`src/rtl/pico_gpio_irq.sv`:
```
`timescale 1ns/1ps
`default_nettype none
// ============================================================================
// Module   : pico_gpio_irq
// Purpose  : GPIO peripheral on the picorv32 native memory bus. Provides an
//            output register, synchronised inputs and per-input
//            edge-detected interrupts with enable and write-1-to-clear
//            pending bits. irq is a level output for one picorv32 irq line.
// Ports    : clk, resetn (async, active-low)
//            mem_valid/mem_addr/mem_wdata/mem_wstrb -> bus request
//            mem_ready/mem_rdata                    -> one-cycle response
//            gpio_in  [NUM_IN-1:0]  asynchronous input pins
//            gpio_out [NUM_OUT-1:0] output register value
//            irq                    |(PEND & EN)
// Register : 0x00 OUT RW, 0x04 IN RO, 0x08 EN RW, 0x0C PEND RW1C,
//            0x10 EDGE RW (0=rising, 1=falling), 0x14..0x1C read 0
// Options  : define GPIO_DEBOUNCE_EN to insert a per-pin debounce counter
//            (window DEBOUNCE_CYCLES) after the synchroniser.
// Revision : 1.0 - initial release
// ============================================================================
module pico_gpio_irq #(
   parameter logic [31:0] BASE_ADDR       = 32'h0000_4000,
   parameter int          NUM_OUT         = 8,
   parameter int          NUM_IN          = 4,
   parameter int          SYNC_STAGES     = 2,
   parameter logic [15:0] DEBOUNCE_CYCLES = 16'd50000
) (
   input  logic               clk,
   input  logic               resetn,
   input  logic               mem_valid,
   input  logic [31:0]        mem_addr,
   input  logic [31:0]        mem_wdata,
   input  logic [3:0]         mem_wstrb,
   output logic               mem_ready,
   output logic [31:0]        mem_rdata,
   input  logic [NUM_IN-1:0]  gpio_in,
   output logic [NUM_OUT-1:0] gpio_out,
   output logic               irq
);

   localparam logic [31:0] C_OFS_MASK = 32'h0000_001F;
   localparam logic [2:0]  C_REG_OUT  = 3'd0;
   localparam logic [2:0]  C_REG_IN   = 3'd1;
   localparam logic [2:0]  C_REG_EN   = 3'd2;
   localparam logic [2:0]  C_REG_PEND = 3'd3;
   localparam logic [2:0]  C_REG_EDGE = 3'd4;

   logic                r_ready;
   logic [31:0]         r_rdata;
   logic [NUM_OUT-1:0]  r_out;
   logic [NUM_IN-1:0]   r_en;
   logic [NUM_IN-1:0]   r_pend;
   logic [NUM_IN-1:0]   r_edge;
   logic [NUM_IN-1:0]   r_prev;
   logic [SYNC_STAGES-1:0][NUM_IN-1:0] r_sync;

   logic                w_hit;
   logic                w_we;
   logic [2:0]          w_off;
   logic [31:0]         w_bmask;
   logic [31:0]         w_rd;
   logic [31:0]         w_out_nxt;
   logic [31:0]         w_en_nxt;
   logic [31:0]         w_edge_nxt;
   logic [31:0]         w_clr;
   logic [NUM_IN-1:0]   w_s_in;
   logic [NUM_IN-1:0]   w_db;
   logic [NUM_IN-1:0]   w_ev;
   logic                w_unused;

   // The !r_ready term blocks a held request from being served twice.
   assign w_hit   = mem_valid && !r_ready && ((mem_addr & ~C_OFS_MASK) == BASE_ADDR);
   assign w_we    = w_hit && (mem_wstrb != 4'b0000);
   assign w_off   = mem_addr[4:2];
   assign w_bmask = {{8{mem_wstrb[3]}}, {8{mem_wstrb[2]}},
                     {8{mem_wstrb[1]}}, {8{mem_wstrb[0]}}};

   // Byte-merged next values; only the low implemented bits are stored.
   assign w_out_nxt  = (32'(r_out)  & ~w_bmask) | (mem_wdata & w_bmask);
   assign w_en_nxt   = (32'(r_en)   & ~w_bmask) | (mem_wdata & w_bmask);
   assign w_edge_nxt = (32'(r_edge) & ~w_bmask) | (mem_wdata & w_bmask);
   assign w_clr      = (w_we && (w_off == C_REG_PEND)) ? (mem_wdata & w_bmask) : 32'h0;

   always_comb begin
      w_rd = 32'h0;
      case (w_off)
         C_REG_OUT:  w_rd = 32'(r_out);
         C_REG_IN:   w_rd = 32'(w_db);
         C_REG_EN:   w_rd = 32'(r_en);
         C_REG_PEND: w_rd = 32'(r_pend);
         C_REG_EDGE: w_rd = 32'(r_edge);
         default:    w_rd = 32'h0;
      endcase
   end

   // Input synchroniser: oldest stage is the clean sample.
   always_ff @(posedge clk or negedge resetn) begin
      if (!resetn) r_sync <= '0;
      else         r_sync <= {r_sync[SYNC_STAGES-2:0], gpio_in};
   end
   assign w_s_in = r_sync[SYNC_STAGES-1];

`ifdef GPIO_DEBOUNCE_EN
   // db follows s_in only after DEBOUNCE_CYCLES consecutive differing cycles.
   for (genvar gi = 0; gi < NUM_IN; gi++) begin : g_db
      logic [15:0] r_cnt;
      logic        r_db_bit;
      always_ff @(posedge clk or negedge resetn) begin
         if (!resetn) begin
            r_cnt    <= 16'd0;
            r_db_bit <= 1'b0;
         end else if (w_s_in[gi] == r_db_bit) begin
            r_cnt <= 16'd0;
         end else if (r_cnt >= DEBOUNCE_CYCLES - 16'd1) begin
            r_db_bit <= w_s_in[gi];
            r_cnt    <= 16'd0;
         end else begin
            r_cnt <= r_cnt + 16'd1;
         end
      end
      assign w_db[gi] = r_db_bit;
   end
`else
   assign w_db = w_s_in;
`endif

   // Events come only from input transitions, so rewriting EDGE alone
   // never creates one.
   assign w_ev = (r_edge & ~w_db & r_prev) | (~r_edge & w_db & ~r_prev);

   always_ff @(posedge clk or negedge resetn) begin
      if (!resetn) begin
         r_ready <= 1'b0;
         r_rdata <= 32'h0;
         r_out   <= '0;
         r_en    <= '0;
         r_pend  <= '0;
         r_edge  <= '0;
         r_prev  <= '0;
      end else begin
         r_ready <= w_hit;
         r_rdata <= w_hit ? w_rd : 32'h0;
         r_prev  <= w_db;
         if (w_we && (w_off == C_REG_OUT))  r_out  <= w_out_nxt[NUM_OUT-1:0];
         if (w_we && (w_off == C_REG_EN))   r_en   <= w_en_nxt[NUM_IN-1:0];
         if (w_we && (w_off == C_REG_EDGE)) r_edge <= w_edge_nxt[NUM_IN-1:0];
         // OR-ing events after the clear makes a same-cycle event win.
         r_pend <= (r_pend & ~w_clr[NUM_IN-1:0]) | w_ev;
      end
   end

   assign mem_ready = r_ready;
   assign mem_rdata = r_rdata;
   assign gpio_out  = r_out;
   assign irq       = |(r_pend & r_en);

   assign w_unused = ^{w_out_nxt, w_en_nxt, w_edge_nxt, w_clr, DEBOUNCE_CYCLES};

endmodule
`default_nettype wire

```
`config.mk`:
```
export PLATFORM = sky130hd
export DESIGN_NAME = pico_gpio_irq
export DESIGN_NICKNAME = d
export VERILOG_FILES = /design/src/rtl/pico_gpio_irq.sv
export SDC_FILE = /design/constraint.sdc
export NUM_CORES = 1
export LEC_CHECK = 0
export ABC_AREA = 1
export CORE_AREA = 4 4 81 53
export CTS_CLUSTER_SIZE = 16
export DETAILED_ROUTE_END_ITERATION = 12
export DIE_AREA = 0 0 85 57
export DONT_BUFFER_PORTS = 1
export GPL_TIMING_DRIVEN = 0
export MAX_ROUTING_LAYER = met4
export PLACE_DENSITY = 0.73
export SLEW_MARGIN = 20
export SYNTH_ARGS = -nofsm -noshare
export SYNTH_HDL_FRONTEND = slang
export SYNTH_SLANG_ARGS = --single-unit
```
`constraint.sdc`:
```
create_clock -name clk -period 1.6 [get_ports clk]
set_input_delay 0.32 -clock clk [delete_from_list [all_inputs] [get_ports clk]]
set_output_delay 0.32 -clock clk [all_outputs]
set_load 0.01 [all_outputs]
```
== Word level (Yosys, flattened, before mapping) ==
Index checks and enable logic that the tools add are counted.
Storage, ports and cells
  output and inout port bits: 42
  register bits: 65
  input bits: 75
  word-level logic and storage cells: 48
Cells by class
  reductions and logical operators: 11
  bitwise logic cells: 20
  muxes and demuxes: 3
  eq/ne operators: 5
Operators with widths (number)
  $pmux W8 S5: 1
  $and A4 B4 Y4: 8
  $mux W32: 1
  $eq A27 B10 Y1 const B: 1
  $and A8 B8 Y8: 2
  $not A4 Y4: 4
  $or A4 B4 Y4: 4
  $not A8 Y8: 1
  $or A8 B8 Y8: 1
  $logic_and A1 B1 Y1: 7
  $eq A3 B2 Y1 const B: 2
  $mux W4: 1
  $reduce_bool A4 Y1: 1
  $reduce_or A4 Y1: 1
  $eq A3 B1 Y1 const B: 1
  $eq A3 B3 Y1 const B: 1
  $logic_not A3 Y1: 1
  $logic_not A1 Y1: 1

== Longest topological paths before layout ==
Gate-level depths: netlist of the first run.
  depth after elaboration: 9
  depth in mapped cells: 10
  gate-level depth less buffers: 9

== Worst setup path before layout of the first run ==
No wires, ideal clock.
  path type: input port to flip-flop
  from: input port mem_addr[22]
  to: register (tool-made name)
  cell stages on the path: 8
  buffers on the path: 1
  setup time: 117 ps
  slack: 301 ps
  arrival: 1181 ps
  required time: 1483 ps
  cell sequence: or2_0 > nor2_1 > nand2_1 > nor2_2 > buf_4 > nand3_2 > nand2_1 > nand2_1
RTL lines
  start, declared: RTL line 31  | input logic [31:0] mem_addr,

==> results of run 1 <==
-- layout make-up --
class / count / area [um^2] / area share, %
timing repair buffer: 2 / 30.03 / 1.308
buffer: 30 / 216.5 / 9.428
clock buffer: 7 / 86.33 / 3.760
sequential: 41 / 1026 / 44.69
multi-input combinational: 175 / 784.5 / 34.17
inverter: 25 / 93.84 / 4.087
tap: 47 / 58.81 / 2.561
-- per-layer routing --
layer  share of wire [%]  global-route usage, %  wire (um)  up-vias
met1                  45                  25.35       1888      711
met5                   0                      -          0        -
met3                  13                  8.081        531        2
met4                0.26                  3.386         11        0
met2                  43                  22.57       1811       72
li1                    -                      -          -      801
-- cells in the mapped netlist --
master / instances / area share, %
sky130_fd_sc_hd__buf_2: 2 / 0.49
sky130_fd_sc_hd__o21ai_0: 4 / 0.99
sky130_fd_sc_hd__o21ai_1: 1 / 0.25
sky130_fd_sc_hd__and3_1: 4 / 1.2
sky130_fd_sc_hd__nand3_2: 1 / 0.49
sky130_fd_sc_hd__conb_1: 1 / 0.19
sky130_fd_sc_hd__buf_4: 25 / 9.3
sky130_fd_sc_hd__nor3_2: 1 / 0.49
sky130_fd_sc_hd__nand2_1: 70 / 13
sky130_fd_sc_hd__nor2_2: 1 / 0.31
sky130_fd_sc_hd__or2_0: 1 / 0.31
sky130_fd_sc_hd__nor3_1: 1 / 0.25
sky130_fd_sc_hd__nand3_1: 13 / 3.2
sky130_fd_sc_hd__o211ai_1: 1 / 0.37
sky130_fd_sc_hd__dfrtp_1: 41 / 51
sky130_fd_sc_hd__nor2_1: 31 / 5.7
sky130_fd_sc_hd__clkbuf_1: 2 / 0.37
sky130_fd_sc_hd__nor3_4: 1 / 0.80
sky130_fd_sc_hd__nand4_1: 17 / 5.2
sky130_fd_sc_hd__buf_6: 1 / 0.56
sky130_fd_sc_hd__inv_1: 25 / 4.6
sky130_fd_sc_hd__o22ai_1: 4 / 1.2
-- repair_timing --
| item | 4_1_cts | 5_1_grt |
|---|---|---|
| gates resized for setup | 0 | 1 |
| hold buffers | 2 | 0 |
| setup endpoints to repair | 0 | 1 |
| hold endpoints to repair | 41 | 0 |
-- how the worst max path moves through the flow --
stage / end / slack, ps / cells after the start / startpoint
floorplan: flip-flop / 300 / 8 / mem_addr[22]
global placement: flip-flop / 120 / 8 / mem_addr[22]
detailed placement: flip-flop / 110 / 8 / mem_addr[22]
CTS: flip-flop / 110 / 9 / mem_ready$_DFF_PN0_
global route: flip-flop / 10 / 9 / mem_ready$_DFF_PN0_
finish: flip-flop / 130 / 9 / mem_ready$_DFF_PN0_
-- stage by stage --
step,cell area (um^2),hold WS (ps),std cells,worst slack (ps),utilization [%]
floorplan,2113,24.41,271,301.4,-
global placement,2172,25.26,318,121.3,61.15
detailed placement,2172,25.35,318,112.9,61.15
CTS,2288,53.44,327,105.4,64.42
global route,2296,41.23,327,11.33,64.64
finish,2296,58.62,327,126.2,64.64
-- cell families after synthesis --
group           after synthesis  share of synthesized area (%)
simple gates                141                          31.05
compound gates               10                          2.839
other cells                   1                         0.1850
flops                        41                          50.62
buf+inv                      55                          15.31
-- report_power, final --
part / total, uW / internal, uW / leakage (uW) / switching [uW]
Sequential: 1060 / 1050 / 0.000524 / 7.86
Clock: 664 / 342 / 0.0000443 / 322
Combinational: 162 / 65.4 / 0.000694 / 96.9
Total: 1890 / 1460 / 0.00126 / 427
-- worst max-delay path, stage by stage, from the launching register on --
cell	delay [ps]
sky130_fd_sc_hd__dfrtp_1	420
sky130_fd_sc_hd__inv_1	70
sky130_fd_sc_hd__nand3_1	60
sky130_fd_sc_hd__nor2_1	100
sky130_fd_sc_hd__nand2_1	70
sky130_fd_sc_hd__nor2_2	90
sky130_fd_sc_hd__buf_4	210
sky130_fd_sc_hd__nand3_1	190
sky130_fd_sc_hd__nand2_1	110
sky130_fd_sc_hd__nand2_1	50
==> results.py, run 1 <==
metrics = {
    "floorplanning": {
        "die_y_um": 57,
        "core_region_area_um2": 3552,
        "rows": 17,
        "design.die.area_um2": 4845,
        "pin_count": 117,
        "floorplan.initialDensity_pct": 57.06,
        "dieWidth_um": 85,
    },
    "global_route": {
        "grt_antenna_before_repair": 0,
        "grt_use_total_pct": 17.58,
        "grt_start_max_net_pins": 42,
        "globalRouteOverflowTotal": 0,
        "first_global_vias": 1334,
        "wire_length_of_the_first_global_routing_pass_mm": 6.458,
    },
    "setup_path": {
        "timing.critical_path.arrival_ps": 1650,
        "crit_fanout": 10,
        "rr_startpoint": "mem_ready$_DFF_PN0_",
        "critical_path.endpoint_type": "flip-flop",
        "timing.critical_path.from_type": "flip-flop",
        "required_ps": 1780,
        "worst-setup-path-type": "flip-flop to flip-flop",
        "reg2regPathDepth": 9,
        "setup.reg_to_reg.worst_slack_ps": 130,
    },
    "power": {
        "p_leak_uw": 0.001263,
        "vdd_ir_drop_max_mv": 0.6644,
        "design_power_total_uw": 1886,
        "power-per-cell-area_nw_per_um2": 821.2,
    },
    "drt": {
        "routed_len_inst_um": 12.97,
        "drc_errors": 0,
        "finalWirelength_mm": 4.242,
        "drt-pass1-iter-count": 4,
        "drtIter0Drc": 84,
        "avgViaCountPerCell": 4.850,
        "vias": 1586,
        "drt.antenna.violating_nets": 0,
    },
    "final_layout": {
        "finalNetCount": 355,
        "antenna_cells": 0,
        "area_added_between_synthesis_and_finish_pct": 13.27,
        "post_route_cells_drive_above_1_share_pct": 13.93,
        "n_fill_cell": 314,
        "mostFrequentLayoutCell": "sky130_fd_sc_hd__nand2_1",
        "layout.cells.most_common_list": "sky130_fd_sc_hd__nand2_1 (70), sky130_fd_sc_hd__dfrtp_1 (41), sky130_fd_sc_hd__nor2_1 (31)",
    },
    "clock_network": {
        "clock_tree_from_tritoncts": "built",
        "clockBufferDepth": 2,
        "clk_root_buffer_cell": "sky130_fd_sc_hd__clkbuf_8",
        "cts-buffers-inserted": 5,
        "postCtsSetupRepairBufs": 0,
        "clk_pin_slew_worst_paths_ps": 70,
        "h-tree-depth": 2,
        "clk_latency_ps": 280,
        "cts_sinks": 41,
    },
    "sta": {
        "tcrit_tclk_final_pct": 92.11,
        "setup_viol": 0,
        "worst_case_headroom_to_the_max_slew_limit_pct": 55.43,
        "final_hold_viol_count": 0,
        "fmax_mhz": 678.5,
        "finalSetupTns_ps": 0,
        "setup_repair_after_global_routing_missed_its_margin": "no",
        "min_period_ps": 1474,
        "worstMarginPinSlew_ps": 665.0,
        "fin_worst_skew_ps": 5.510,
        "final-max-slew-violation-count": 0,
    },
    "placement": {
        "io_buffer_count": 0,
        "place.gp.congestion": 0.8384,
        "post-dp-hpwl_mm": 3.288,
    },
    "hold_path": {
        "min-delay-start": "gpio_in[2]",
        "worst_hold_path.endpoint": "r_sync[2]$_DFF_PN0_",
        "timing.hold.worst_path_depth": 0,
        "worstHoldPathType": "input port to flip-flop",
    },
    "yosys": {
        "synth-seq-area-share_pct": 50.62,
        "postSynthRegisterBits": 41,
        "synth.lib_cells_used.distinct": 22,
        "mappedNetlistArea_um2": 2027,
        "ys_warn_count": 0,
        "synthesis.area_per_instance_um2": 8.173,
        "postSynthCellCount": 248,
    },
    "outcome": {
        "run_status": "completed",
    },
    "job": {
        "maxCapViolations": 0,
    },
}
Note: power is estimated with default switching activity, not from simulation.
==> run 2: changes to the inputs <==
Settings changed: CELL_PAD_IN_SITES_DETAIL_PLACEMENT set to 2, CELL_PAD_IN_SITES_GLOBAL_PLACEMENT set to 2, CORE_AREA 4 4 81 53 to 4 4 108 69, DIE_AREA 0 0 85 57 to 0 0 112 73, PLACE_DENSITY 0.73 to not set, PLACE_DENSITY_LB_ADDON set to 0.1.
==> run 2 against run 1 <==
Combinational power increased by 4%. Register-to-register slack improved by 20 ps. Clock-buffer cell count unchanged. Hold slack got worse by 14 ps. Global-route usage decreased by 2.4 points. Fmax increased by 1.1%. Total power increased by 12%. Flip-flop and latch count unchanged. Largest power group unchanged. Die area increased by 69%. Core utilization decreased by 27 points. Wire length increased by 41%.
==> results.py, run 2 (synthesis gave the netlist of run 1 again) <==
metrics = {
    "clock_network": {
        "cts-buffers-inserted": 5,
        "clockBufferDepth": 2,
        "clk_root_buffer_cell": "sky130_fd_sc_hd__clkbuf_8",
        "cts_sinks": 41,
        "clk_latency_ps": 290,
        "h-tree-depth": 2,
        "clock_tree_from_tritoncts": "built",
        "clk_pin_slew_worst_paths_ps": 80,
    },
    "sta": {
        "min_period_ps": 1458,
        "worst_case_headroom_to_the_max_slew_limit_pct": 50.52,
        "fin_worst_skew_ps": 5.774,
        "setup_viol": 0,
        "tcrit_tclk_final_pct": 91.10,
        "setup_repair_after_global_routing_missed_its_margin": "yes",
        "final-max-slew-violation-count": 0,
        "final_hold_viol_count": 0,
        "fmax_mhz": 686.1,
        "final_critical_path_setup_slack_ps": 142.4,
        "worstMarginPinSlew_ps": 738.2,
    },
    "floorplanning": {
        "floorplan.initialDensity_pct": 31.30,
        "dieWidth_um": 112,
        "pin_count": 117,
        "design.die.area_um2": 8176,
        "core_region_area_um2": 6475,
        "rows": 23,
        "die_y_um": 73,
    },
    "final_layout": {
        "post_route_cells_drive_above_1_share_pct": 15.55,
        "mostFrequentLayoutCell": "sky130_fd_sc_hd__nand2_1",
        "antenna_cells": 0,
        "area_added_between_synthesis_and_finish_pct": 19.07,
        "layout.cells.most_common_list": "sky130_fd_sc_hd__nand2_1 (70), sky130_fd_sc_hd__dfrtp_1 (41), sky130_fd_sc_hd__nor2_1 (31)",
        "n_fill_cell": 767,
        "finalNetCount": 357,
    },
    "hold_path": {
        "worstHoldPathType": "input port to flip-flop",
        "min-delay-start": "gpio_in[1]",
    },
    "drt": {
        "drc_errors": 0,
        "drtIter0Drc": 55,
        "finalWirelength_mm": 5.961,
        "drt-pass1-iter-count": 4,
        "avgViaCountPerCell": 4.516,
        "drt.antenna.violating_nets": 0,
        "routed_len_inst_um": 16.11,
        "vias": 1671,
    },
    "setup_path": {
        "crit_fanout": 5,
        "required_ps": 1790,
        "rr_startpoint": "mem_ready$_DFF_PN0_",
        "critPathLaunch": "mem_ready$_DFF_PN0_",
        "timing.critical_path.from_type": "flip-flop",
        "timing.critical_path.arrival_ps": 1650,
        "worst-setup-path-type": "flip-flop to flip-flop",
        "critical_path.endpoint_type": "flip-flop",
    },
    "job": {
        "maxCapViolations": 0,
    },
    "power": {
        "power-per-cell-area_nw_per_um2": 871.8,
        "design_power_total_uw": 2104,
        "vdd_ir_drop_max_mv": 0.3232,
        "p_leak_uw": 0.001290,
    },
    "global_route": {
        "grt_antenna_before_repair": 0,
        "globalRouteOverflowTotal": 0,
        "wire_length_of_the_first_global_routing_pass_mm": 9.349,
        "first_global_vias": 1774,
        "grt_use_total_pct": 15.13,
        "grt_start_max_net_pins": 42,
    },
    "placement": {
        "place.gp.congestion": 0.7842,
        "io_buffer_count": 0,
        "dp_worst_setup_slack_ps": 42.18,
        "post-dp-hpwl_mm": 4.608,
    },
    "outcome": {
        "run_status": "completed",
    },
}
-- run 2: where the power goes --
| part | leakage, uW | switching (uW) | internal (uW) |
|---|---|---|---|
| clock network | 0.0000585 | 368 | 509 |
| registers | 0.000524 | 8.73 | 1050 |
| logic | 0.000707 | 103 | 65.5 |
| total | 0.00129 | 479 | 1630 |
-- run 2: area by class of cell --
class	instances	area [um^2]	share of cell area (%)
Tap cell	87	108.9	4.510
Timing Repair Buffer	4	45.04	1.866
Sequential cell	41	1026	42.51
Inverter	25	93.84	3.888
Buffer	30	224.0	9.279
Clock buffer	7	86.33	3.577
Clock inverter	1	30.03	1.244
Multi-Input combinational cell	175	799.5	33.13
-- run 2: path summary, 6_finish.rpt --
kind | to | cells after the start | slack (ps)
max | r_pend[3]$_DFF_PN0_ | 10 | 140
min reg2reg | w_db[2]$_DFF_PN0_ | 0 | 350
max reg2reg | r_pend[3]$_DFF_PN0_ | 10 | 140
max in group asynchronous | async pin | 2 | 880
min | r_sync[1]$_DFF_PN0_ | 0 | 40
min in group asynchronous | async pin | 2 | 510
-- run 2: worst max-delay path: stages (launching register included) --
cell and delay [ps]:
sky130_fd_sc_hd__dfrtp_1 420, sky130_fd_sc_hd__inv_1 70, sky130_fd_sc_hd__nand3_1 70, sky130_fd_sc_hd__nor2_1 110, sky130_fd_sc_hd__nand2_1 100, sky130_fd_sc_hd__nor2_4 120
sky130_fd_sc_hd__buf_6 150, sky130_fd_sc_hd__buf_4 120, sky130_fd_sc_hd__nand3_1 60, sky130_fd_sc_hd__nand2_1 90, sky130_fd_sc_hd__nand2_1 50
-- run 2: stage by stage --
step                      cell area [um^2]  util (%)  cells  setup TNS (ps)  hold slack, ps
after floorplan                       2113         -    271               0           24.41
after global routing                  2414     37.28    370          -69.08           26.92
after detailed placement              2222     34.32    358               0           25.67
final                                 2414     37.28    370               0           44.61
after CTS                             2369     36.58    368               0           36.95
after global placement                2222     34.32    358               0           25.90
-- run 2: per-layer routing --
layer  vias up  routed length, um  GRT usage [%]
met3         5                306          4.060
li1        816                  -              -
met2        38               2758          24.10
met5         -                  0              -
met1       812               2863          19.82
met4         0                 32          2.800
-- run 2: timing repair --
item	CTS	global route
endpoints found under the hold margin	41	0
hold buffers	2	0
gates resized for setup	0	7
setup buffers	0	1
setup endpoints to repair	0	17
